**src/rtl/alarm_ctrl.sv**
```systemverilog
// Alarm sequencer: watches the running time against the stored alarm time,
// drives the beeper enable/reset, and handles stop, snooze, auto-snooze on
// an unanswered 60 s beep window, and a per-event snooze limit.
module alarm_ctrl #(
  parameter int SNOOZE_SEC = 300,  // snooze delay in seconds (1..1023)
  parameter int MAX_SNOOZE = 3     // snoozes allowed per alarm event (1..7)
) (
  input  logic       clk,
  input  logic       reset,
  input  logic       tick_1s,
  input  logic [4:0] cur_hour,
  input  logic [5:0] cur_min,
  input  logic [5:0] cur_sec,
  input  logic [4:0] alm_hour,
  input  logic [5:0] alm_min,
  input  logic       alarm_en,
  input  logic       stop_btn,
  input  logic       snooze_btn,
  input  logic       beep_done,
  output logic       beep_on,
  output logic       beep_rst,
  output logic [1:0] state,
  output logic [2:0] snooze_cnt,
  output logic       missed
);

  typedef enum logic [1:0] {
    S_IDLE     = 2'd0,
    S_ARMED    = 2'd1,
    S_RINGING  = 2'd2,
    S_SNOOZING = 2'd3
  } state_t;

  localparam logic [9:0] SNOOZE_LOAD = 10'(SNOOZE_SEC);
  localparam logic [2:0] SNOOZE_MAX  = 3'(MAX_SNOOZE);

  state_t      state_q, state_d;
  logic [9:0]  timer_q, timer_d;
  logic [2:0]  snooze_cnt_d;
  logic        missed_d;
  logic        beep_on_d;
  logic        beep_rst_d;
  logic        match;
  logic        can_snooze;

  // Seconds are zero only once per minute, so a match can fire at most once.
  assign match      = tick_1s && (cur_hour == alm_hour) && (cur_min == alm_min) &&
                      (cur_sec == 6'd0);
  assign can_snooze = (snooze_cnt < SNOOZE_MAX);

  // Next-state and next-output logic; priority is disarm > stop > snooze > beep_done > timer/match.
  always_comb begin
    state_d      = state_q;
    timer_d      = timer_q;
    snooze_cnt_d = snooze_cnt;
    missed_d     = missed;

    // Disarming or stopping always clears the missed flag, whatever the state.
    if (!alarm_en || stop_btn) begin
      missed_d = 1'b0;
    end

    case (state_q)
      S_IDLE: begin
        if (alarm_en) begin
          state_d = S_ARMED;
        end
      end

      S_ARMED: begin
        if (!alarm_en) begin
          state_d = S_IDLE;
        end else if (stop_btn) begin
          state_d = S_ARMED;
        end else if (match) begin
          state_d      = S_RINGING;
          snooze_cnt_d = 3'd0;
        end
      end

      S_RINGING: begin
        if (!alarm_en) begin
          state_d      = S_IDLE;
          snooze_cnt_d = 3'd0;
        end else if (stop_btn) begin
          state_d      = S_ARMED;
          snooze_cnt_d = 3'd0;
        end else if ((snooze_btn || beep_done) && can_snooze) begin
          // A press and an expiring beep window together count as one snooze.
          state_d      = S_SNOOZING;
          timer_d      = SNOOZE_LOAD;
          snooze_cnt_d = snooze_cnt + 3'd1;
        end else if (beep_done) begin
          // Limit reached and nobody answered: give up on this event.
          state_d      = S_ARMED;
          missed_d     = 1'b1;
          snooze_cnt_d = 3'd0;
        end
      end

      S_SNOOZING: begin
        if (!alarm_en) begin
          state_d      = S_IDLE;
          timer_d      = 10'd0;
          snooze_cnt_d = 3'd0;
        end else if (stop_btn) begin
          state_d      = S_ARMED;
          timer_d      = 10'd0;
          snooze_cnt_d = 3'd0;
        end else if (tick_1s) begin
          if (timer_q <= 10'd1) begin
            timer_d = 10'd0;
            state_d = S_RINGING;
          end else begin
            timer_d = timer_q - 10'd1;
          end
        end
      end

      default: state_d = S_IDLE;
    endcase

    beep_on_d  = (state_d == S_RINGING);
    beep_rst_d = (state_d == S_RINGING) && (state_q != S_RINGING);
  end

  // State and output registers; reset silences the beeper immediately.
  always_ff @(posedge clk or posedge reset) begin
    if (reset) begin
      state_q    <= S_IDLE;
      timer_q    <= 10'd0;
      snooze_cnt <= 3'd0;
      missed     <= 1'b0;
      beep_on    <= 1'b0;
      beep_rst   <= 1'b0;
    end else begin
      state_q    <= state_d;
      timer_q    <= timer_d;
      snooze_cnt <= snooze_cnt_d;
      missed     <= missed_d;
      beep_on    <= beep_on_d;
      beep_rst   <= beep_rst_d;
    end
  end

  assign state = state_q;

endmodule

```
**config.mk**
```make
export PLATFORM = sky130hd
export DESIGN_NAME = alarm_ctrl
export DESIGN_NICKNAME = d
export VERILOG_FILES = /design/src/rtl/alarm_ctrl.sv
export SDC_FILE = /design/constraint.sdc
export NUM_CORES = 1
export LEC_CHECK = 0
export ABC_AREA = 1
export CORE_MARGIN = 2
export CORE_UTILIZATION = 31
export CTS_CLUSTER_DIAMETER = 30
export DETAILED_ROUTE_END_ITERATION = 8
export SLEW_MARGIN = 20
export SYNTH_ARGS = -nofsm -noshare
export SYNTH_HDL_FRONTEND = slang
export SYNTH_SLANG_ARGS = --single-unit
```
**constraint.sdc**
```tcl
create_clock -name clk -period 2.4 [get_ports clk]
set_input_delay 0.48 -clock clk [delete_from_list [all_inputs] [get_ports clk]]
set_output_delay 0.48 -clock clk [all_outputs]
set_load 0.03 [all_outputs]
```
==> results.cfg <==
[outcome]
status = finished, final reports clean

[cts]
clkTransAtPathRegs_ns = 0.07
clk_path_buf_depth = 2
ctsRootBufferMaster = clkbuf_8
cts_sinks = 18
cts_hold_buf = 0
cts_tree = done
cts_setup_buffers = 0
cts_max_level = 1
clk_latency_ns = 0.26
numCtsBuffers = 3
post_cts_resized = 0

[setup_path]
worstPathCellList = clkdlybuf4s50_1
crit_type = reg -> out
cp-start-kind = flip-flop
crit_required_ns = 1.92
r2r_start = timer_q[0]
reg2reg_setup_slack_ns = 0.60
cp_slowest_cell = clkdlybuf4s50_1
r2r_end = timer_q[6]
critical-path-max-stage-delay_ns = 0.75
end_kind = primary output
crit_buf_inv = 1
path_delay_family = buffers and inverters
startpoint = state[0]
ff2ff_path_depth = 9
crit_arrival_ns = 1.53
crit_fanout = 9

[placed_design]
place_congestion = 0.841
port_buffers = 42
dp_cells = 299
dpl.hpwl_microns = 2730

[timing]
rsz0062_at_grt = false
worst_slew_pin_slew_ns = 0.720
report.final.hold_viol_count = 0
maxSlewHeadroom_pct = 52.0
fin_skew_ns = 0.00101
period_share_pct = 83.9
slew_viol_final = 0
setup_viol = 0
period_needed_ns = 2.01
fin_hold_ws_ns = 0.491
fmax_ghz = 0.497
setup_tns_ns = 0

[logic_synthesis]
yosys-top-cells-area = dfrtp_1 (33%), nand2_1 (15%), inv_1 (11%)
syn_area_sq_um = 1350
ys.flop_type = dfrtp_1
ys_warn_count = 0
synth_cell_types = 30
syn_nets = 244
ys_seq_area_share_pct = 33.3
ys_seq_elements = 18
synth_top_area_cell = dfrtp_1
synth.top_cell.area_share_pct = 33.3
syn_inst = 206
async_flop_share_pct = 100
synth.avg_cell_area_sq_um = 6.57
synth-edff-count = 0

[grt]
grt_overflow = 0
grt_first_pass_wirelength_microns = 5710
grt_pass1_vias = 1333
track_usage_pct = 14.4
grt_start_max_net_pins = 19
antenna_found_initial = 0

[detailed_routing]
vias = 1369
ant_nets = 0
drt_wl_total_microns = 3330
wire_per_inst_microns = 11.0
drc = 0
vias_per_cell = 4.52
drtIter0Drc = 33
firstDrtPassIters = 4

[finish]
drive_above_1_share_pct = 9.56
fin_cells = 303
antenna_cells = 0
nets = 290
area_growth_pct = 39.3

[worst_hold_path]
worstHoldStart = timer_q[8]
holdPathEnd = timer_q[8]
min_path_type = reg -> reg
hold_depth = 2

[power_and_ir_drop]
internal_power_uw = 599
p_per_area_nw_per_um2 = 471
p_clk_share_pct = 28.2
combPwrFrac_pct = 31.3
swShare_pct = 32.6
ir_drop_mv = 0.250
pwr-share-seq_pct = 40.5
p_sw_uw = 290
total_leakage_power_uw = 0.000970

[floorplanning]
boundaryPins = 43
die_area_sq_um = 4910
die_width_microns = 70.1
die_h_microns = 70.1
num_rows = 24
start_util_pct = 31.5
core-area_sq_um = 4290

[run]
drv_cap = 0
[area by class of cell]
class	instances	area, sq um
Fill cell	465	2410
Timing Repair Buffer	43	428
Inverter	41	154
Tap cell	52	65.1
Sequential cell	18	450
Multi-Input combinational cell	145	733
Clock buffer	4	55.1
[power groups by stage]
stage / Clock, uW / Combinational (uW) / Sequential, uW
2_1_floorplan: 0 / 165 / 363
3_3_place_gp: 0 / 277 / 365
3_5_place_dp: 0 / 278 / 366
4_1_cts: 257 / 279 / 360
5_1_grt: 265 / 314 / 364
6_report: 250 / 278 / 360
[cells by family (layout without fill, tap and decap cells)]
kind of cell	Yosys count	count (layout)	share of synthesized area, %
buf+inv	43	88	12.6
simple gates	114	114	38.4
compound gates	24	24	10.4
flops	18	18	33.3
xor+xnor	4	4	2.59
fa+ha+maj	3	3	2.77
[worst max-delay path by stage]
stage | end | depth (start not counted) | slack (ns)
2_1_floorplan | timer_q[9] | 10 | 0.88
5_1_grt | state[0] | 1 | 0.35
4_1_cts | state[0] | 1 | 0.39
3_5_place_dp | beep_rst | 11 | 0.31
6_report | state[0] | 1 | 0.39
3_3_place_gp | beep_rst | 11 | 0.34
[state kept, by name, indices dropped and copies added (netlist names)]
signal,flops
timer_q,10
beep_on,1
snooze_cnt,3
beep_rst,1
state,2
missed,1
[cells in the mapped netlist (all sizes together) (2+ instances only)]
cell,instances
xnor2,2
buf,2
a21oi,3
nor2,30
nand3b,2
nand3,15
dfrtp,18
o21ai,15
a31oi,3
nand2,59
ha,3
nand4,3
xor2,2
nor3,4
inv,41
[metrics by stage]
stage	worst slack (ns)	power [uW]	instance area (sq um)	util (%)
finish	0.387	889	1890	43.9
global route	0.347	943	1890	43.9
CTS	0.387	895	1890	43.9
detailed placement	0.306	644	1830	42.6
global placement	0.343	642	1830	42.6
floorplan	0.878	528	1350	-
[cells in the final DEF (no fill, tap or decap), types with 3 or more instances in the layout]
| cell type | n |
|---|---|
| a21oi_1 | 3 |
| a31oi_1 | 3 |
| clkbuf_8 | 4 |
| clkdlybuf4s50_1 | 42 |
| dfrtp_1 | 18 |
| ha_1 | 3 |
| inv_1 | 38 |
| inv_2 | 3 |
| nand2_1 | 55 |
| nand2_2 | 3 |
| nand3_1 | 14 |
| nor2_1 | 24 |
| nor2_2 | 5 |
| nor3_1 | 3 |
| o21ai_0 | 11 |
| o21ai_1 | 3 |
[worst reg2reg max path, delay by kind of cell (launching register included)]
kind | cells | cell delay (ns)
adder cells (fa/ha/maj) | 1 | 0.27
AND/OR/NAND/NOR | 6 | 0.78
buffers and inverters | 1 | 0.16
AO/OA/AOI/OAI | 1 | 0.10
flip-flops | 1 | 0.39
[metal layers]
layer,vias to the layer above,share of wire [%],GRT usage [%],routed length (microns)
met2,27,44,23.3,1480
met4,0,2.2,7.05,72
met1,607,49,18.6,1630
met5,-,0,0,0
met3,4,4.3,2.60,143
li1,731,-,-,-
(Power assumes the default switching activity.)
